### src/rtl/cpu_fetch_pkg.sv
// Shared types and constants for the instruction fetch stage.
package cpu_fetch_pkg;

    localparam int unsigned INSTR_W = 32;
    localparam logic [INSTR_W-1:0] PC_INCR = 32'd4;

    localparam logic [1:0] ST_IDLE  = 2'd0;
    localparam logic [1:0] ST_FETCH = 2'd1;
    localparam logic [1:0] ST_DROP  = 2'd2;
    localparam logic [1:0] ST_HOLD  = 2'd3;

    typedef enum logic [1:0] {
        IDLE  = ST_IDLE,
        FETCH = ST_FETCH,
        DROP  = ST_DROP,
        HOLD  = ST_HOLD
    } fetch_state_t;

    // Redirect targets are word addresses; the low two bits are forced to 0.
    function automatic logic [INSTR_W-1:0] word_align(input logic [INSTR_W-1:0] addr);
        return addr & ~32'h0000_0003;
    endfunction

endpackage

### src/rtl/instr_fetch_unit.sv
// Fetch stage: PC register, imem req/ack master, one-entry instruction buffer
// with valid/ready toward the core, and redirect/flush handling.
module instr_fetch_unit
    import cpu_fetch_pkg::*;
#(
    parameter logic [INSTR_W-1:0] RESET_PC = 32'h0000_0000,
    parameter logic [INSTR_W-1:0] NOP_WORD = 32'h0000_0000
) (
    input  logic               clk,
    input  logic               rst_n,
    output logic               imem_req,
    output logic [INSTR_W-1:0] imem_addr,
    input  logic               imem_ack,
    input  logic [INSTR_W-1:0] imem_rdata,
    output logic               instr_valid,
    input  logic               instr_ready,
    output logic [INSTR_W-1:0] instruction,
    output logic [INSTR_W-1:0] instr_pc,
    input  logic               redirect_valid,
    input  logic [INSTR_W-1:0] redirect_pc
);

    fetch_state_t       state;
    logic [INSTR_W-1:0] pc;
    logic [INSTR_W-1:0] drop_addr;
    logic [INSTR_W-1:0] redirect_target;

    assign redirect_target = word_align(redirect_pc);

    always_comb begin
        imem_req  = (state == FETCH) || (state == DROP);
        imem_addr = (state == DROP) ? drop_addr : pc;
    end

    always_ff @(posedge clk or negedge rst_n) begin
        if (!rst_n) begin
            state       <= IDLE;
            pc          <= RESET_PC;
            drop_addr   <= RESET_PC;
            instr_valid <= 1'b0;
            instruction <= NOP_WORD;
            instr_pc    <= RESET_PC;
        end else begin
            case (state)
                IDLE: begin
                    if (redirect_valid) pc <= redirect_target;
                    state <= FETCH;
                end
                FETCH: begin
                    if (redirect_valid) begin
                        pc <= redirect_target;
                        // An outstanding request must still see its ack at the old address.
                        if (!imem_ack) begin
                            drop_addr <= pc;
                            state     <= DROP;
                        end
                    end else if (imem_ack) begin
                        instruction <= imem_rdata;
                        instr_pc    <= pc;
                        instr_valid <= 1'b1;
                        state       <= HOLD;
                    end
                end
                DROP: begin
                    if (redirect_valid) pc <= redirect_target;
                    if (imem_ack) state <= FETCH;
                end
                HOLD: begin
                    if (redirect_valid) begin
                        pc          <= redirect_target;
                        instr_valid <= 1'b0;
                        instruction <= NOP_WORD;
                        state       <= FETCH;
                    end else if (instr_ready) begin
                        pc          <= pc + PC_INCR;
                        instr_valid <= 1'b0;
                        instruction <= NOP_WORD;
                        state       <= FETCH;
                    end
                end
                default: state <= IDLE;
            endcase
        end
    end

endmodule

### config.mk
export PLATFORM = sky130hd
export DESIGN_NAME = instr_fetch_unit
export DESIGN_NICKNAME = d
export VERILOG_FILES = /design/src/rtl/cpu_fetch_pkg.sv /design/src/rtl/instr_fetch_unit.sv
export SDC_FILE = /design/constraint.sdc
export NUM_CORES = 1
export LEC_CHECK = 0
export ABC_AREA = 1
export BUFFER_PORTS_ARGS = -buffer_cell sky130_fd_sc_hd__clkbuf_2
export CAP_MARGIN = 20
export CORE_MARGIN = 1.5
export CORE_UTILIZATION = 40
export DETAILED_ROUTE_END_ITERATION = 10
export GPL_TIMING_DRIVEN = 0
export PLACE_DENSITY = 0.69
export SETUP_SLACK_MARGIN = 0.1
export SLEW_MARGIN = 5
export SYNTH_ARGS = -nofsm -noshare
export SYNTH_HDL_FRONTEND = slang
export SYNTH_SLANG_ARGS = --single-unit
### constraint.sdc
create_clock -name clk -period 2.3 [get_ports clk]
set_clock_uncertainty 0.2 [all_clocks]
set_input_delay 0.345 -clock clk [delete_from_list [all_inputs] [get_ports clk]]
set_output_delay 0.345 -clock clk [all_outputs]
set_load 0.02 [all_outputs]
## Word-level counts from Yosys, hierarchy flattened

Cells that the tools add are included.

| operators by class | value |
|---|---|
| add/subtract/negate cells | 1 |
| $mul | 0 |
| divide/modulo/power cells | 0 |
| $lt $le $gt $ge | 0 |
| equality and inequality tests | 10 |
| shifts and indexed selects | 0 |
| mux-type cells | 22 |
| bitwise operators | 2 |
| reduce and logical (&&, ||, !) cells | 9 |

Operators with widths:

| kind | number |
|---|---|
| 2-to-1 mux 32 bit | 8 |
| one-hot mux 32 bit (2 select lines) | 2 |
| adder 32 x 3 -> 32 bit, second input constant | 1 |
| 2-to-1 mux 2 bit | 6 |
| inequality test 3 bit, second input constant | 3 |
| one-hot mux 2 bit (4 select lines) | 1 |
| AND reduction 4 bit | 2 |
| inequality test 2 bit, second input constant | 3 |
| AND reduction 3 bit | 2 |
| equality test 2 bit, second input constant | 2 |
| 2-to-1 mux 1 bit | 4 |
| OR reduction 3 bit | 1 |
| equality test 2 x 1 -> 1 bit, second input constant | 1 |
| logical NOT 2 bit | 1 |
| inequality test 2 x 1 -> 1 bit, second input constant | 1 |
| inverter 1 bit | 2 |
| one-hot mux 1 bit (2 select lines) | 1 |
| AND reduction 2 bit | 1 |
| nonzero test 2 bit | 1 |
| logical OR 1 bit | 1 |

| storage, ports and cells | value |
|---|---|
| bits in registers | 131 |
| bits in latches | 0 |
| RAM bits | 0 |
| memory bits (read-only) | 0 |
| bits of input ports | 69 |
| output and inout bits | 98 |
| word-level logic and storage cells | 50 |
| memories kept | 0 |

## Longest topological paths before layout

| depth | value |
|---|---|
| depth after elaboration | 4 |
| gate-level depth with buffers | 10 |

## Worst setup path after synthesis

Ideal clock, no wire load.

| path | value |
|---|---|
| path kind | flip-flop to output port |
| start point | register state[0] |
| end point | output imem_addr[10] |
| arrival | 1.403 ns |
| data required time | 1.755 ns |
| path slack | 0.352 ns |
| stages on the path, launching flop included | 6 |
| path buffers | 2 |
| cells stage by stage | dfrtp_1 inv_1 ha_1 clkbuf_1 clkbuf_1 o21ai_0 |

| on the way | value |
|---|---|
| cells in the longest elaborated chain, start to end | 2 |

Ends and longest elaborated chain:

| what | RTL line | source |
|---|---|---|
| start: declaration | instr_fetch_unit.sv:23 | `fetch_state_t state;` |
| start signal: assignment | instr_fetch_unit.sv:37 | `state <= IDLE;` |
| start signal: assignment | instr_fetch_unit.sv:47 | `state <= FETCH;` |
| start signal: assignment | instr_fetch_unit.sv:55 | `state <= DROP;` |
| equality test 2 bit | instr_fetch_unit.sv:32 | `imem_addr = (state == DROP) ? drop_addr : pc;` |
| 2-to-1 mux 32 bit | instr_fetch_unit.sv:32 |  |
| end: declaration | instr_fetch_unit.sv:12 | `output logic [INSTR_W-1:0] imem_addr,` |

Every way passes these cells.

## Worst setup path after layout

| path | value |
|---|---|
| start point | register state[1] |
| end point | output imem_addr[23] |

Same word-level chain as after synthesis.

==> impl_metrics.toml <==
[outcome]
status = "completed"

[worst_setup_path]
worst_path_max_delay_cell = "dfrtp_1"
critPathCaptureType = "output pin"
startpoint_type = "register"
crit_fanout = 7
path_delay_family = "buffers and inverters"
critPathArrivalTime_ns = 1.72
critPathKind = "reg2out"
cp_slowest_stage_delay_ns = 0.43
critical_path_buf_inv_count = 3
path_cells = "ha_4 -> clkbuf_16 -> clkbuf_16 -> o21ai_4 -> clkbuf_8"
cp.required_ns = 1.75
cpMostUsedCell = "clkbuf_16"
regToRegSetupSlack_ns = 0.21

[timing]
timing.final.crit_share = 0.985
timing.final.crit_period_ns = 2.26
holdWs_ns = 0.0206
setup_tns_ns = 0
worst_pin_slew_ns = 0.645
clock.fmax_ghz = 0.442
fin_ws_ns = 0.0355
setup-violations-final = 0
max-slew-margin-rel = 0.570
rsz0062_at_grt = "yes"
report.final.slew_viol_count = 0
final-hold-violation-count = 0

[clock_network]
cts_tree = "built"
clock_tree.buffer_depth = 2
ctsRootBufferMaster = "clkbuf_16"
clk_latency_ns = 0.43
clk_pin_slew_worst_paths_ns = 0.05
numCtsBuffers = 17
clock_sinks = 125
htreeDepth = 4

[run]
maxCapViolations = 0

[detailed_routing]
wl_per_cell_um = 16.2
firstDrtPassIters = 6
antenna_left = 0
viasPerCell = 5.02
wirelength_um = 20600
drc = 0
drt_iter0_markers = 756
vias = 6396

[synthesis]
synthArstFlopShare = 1.00
synthCells = 821
synth.avg_cell_area_sq_um = 7.75
synth_area_sq_um = 6360
ys_types = 29
synth_area_leader_cell = "dfrtp_1"
yosysSeqAreaShare = 0.492
synth_edf_count = 0
synth_warnings = 0
synth_top_flop_cell = "dfrtp_1"
synth.top_cells.by_area = "dfrtp_1, nand2_1, o21ai_0"
ys_seq_elements = 125
netlist.area_leader.share = 0.492

[power]
powerDensity_nw_per_um2 = 1380
p_leak_uw = 0.00451
total_power_uw = 12800
ir_drop_uv = 611

[grt]
overflow = 0
grt_max_degree = 66
gr-usage-all-layers = 0.255
antenna_found_initial = 0
grt_pass1_vias = 6394
grt_pass1_wl_um = 32600

[finish]
multi_input_area_sq_um = 2920
finalNetCount = 1124
final_common_cell = "nand2_1"
fillers = 1329
seq_area_sq_um = 3130
num_antenna_cells = 0
drive_gt1_frac = 0.292
final_cell_mix = "nand2_1, clkbuf_2, dfrtp_1"
area_delta_synth_final_pct = 45.2

[placement]
dp_slack_ns = -0.102
dp_hpwl_um = 13600
gp_congestion = 0.927
io_buffer_count = 160

[floorplanning]
die_w_um = 129
die_y_um = 129
rows = 45
io_pins = 167
design.core.area_sq_um = 15400
die_area_sq_um = 16700
start_util = 0.414

[min_path]
hp-class = "in2reg"
==> logic make-up (layout without fill, tap and decap cells) <==
family | after synthesis | in the layout | synth area share
simple gates | 369 | 369 | 0.252
compound gates | 183 | 183 | 0.155
buf+inv | 138 | 378 | 0.0918
flops | 125 | 125 | 0.492
fa+ha+maj | 4 | 4 | 0.00787
other cells | 1 | 4 | 0.000589
xor+xnor | 1 | 1 | 0.00138
==> stage by stage <==
stage / util / cell area, sq um / instances
finish: 0.601 / 9240 / 1275
global route: 0.601 / 9240 / 1275
CTS: 0.590 / 9070 / 1270
detailed placement: 0.486 / 7470 / 1196
global placement: 0.484 / 7440 / 1195
floorplan: - / 6370 / 824
==> path summary, 6_finish.rpt <==
check | depth (start not counted) | endpoint | from
max in group asynchronous | 3 | drop_addr[2]$_DFFE_PN0P_ | rst_n
hold reg to reg | 2 | instr_pc[2]$_DFFE_PN0P_ | instr_pc[2]$_DFFE_PN0P_
setup reg to reg | 8 | pc[13]$_DFFE_PN0P_ | state[0]$_DFFE_PN0P_
min in group asynchronous | 2 | instruction[18]$_DFFE_PN0P_ | rst_n
hold / removal | 5 | pc[27]$_DFFE_PN0P_ | redirect_pc[27]
setup / recovery | 5 | imem_addr[23] | state[1]$_DFFE_PN0P_
==> worst min-delay path: stages <==
cell      delay (ns)
clkbuf_2        0.08
o21ai_0         0.06
inv_1           0.05
nand2_1         0.04
nand2_1         0.04
==> synthesized netlist by cell type, drive strengths merged, types with 4 or more instances <==
cell type,n
nor2,59
a21oi,14
buf,19
ha,4
dfrtp,125
clkbuf,25
or2,5
nand4,7
o22ai,7
inv,94
nand3,69
o21ai,160
nand2,225
==> layer usage <==
metal | share of wire | vias up | track usage
met3 | 0.064 | 38 | 0.0545
met2 | 0.48 | 247 | 0.424
met5 | 0 | - | 0
li1 | - | 3103 | -
met1 | 0.43 | 3008 | 0.321
met4 | 0.027 | 0 | 0.115
==> layout make-up <==
| cell class | count | share of cell area |
|---|---|---|
| Multi-Input combinational cell | 561 | 0.316 |
| Clock buffer | 21 | 0.0499 |
| Inverter | 94 | 0.0382 |
| Buffer | 44 | 0.0417 |
| Sequential cell | 125 | 0.339 |
| Timing Repair Buffer | 208 | 0.169 |
| Clock inverter | 11 | 0.0179 |
| Tap cell | 211 | 0.0286 |
==> state kept, by name, summed over array words and instances (netlist names) <==
signal and cells:
pc 30, instr_pc 30, instr_valid 1, instruction 32
drop_addr 30, state 2
==> report_power, final <==
part / switching, uW / internal (uW) / total, uW
registers: 648 / 3130 / 3780
logic: 3690 / 2440 / 6130
clock network: 991 / 1860 / 2850
total: 5330 / 7430 / 12800
==> what timing repair did <==
action / 4_1_cts / 5_1_grt
cloned: 5 / 1
setup buffers: 1 / 4
resized for setup: 150 / 49
endpoints found under the hold margin: 95 / 0
hold buffers: 36 / 0
pin swaps: 14 / 6
endpoints found under the setup margin: 30 / 74
Note: power is estimated with default switching activity, not from simulation.
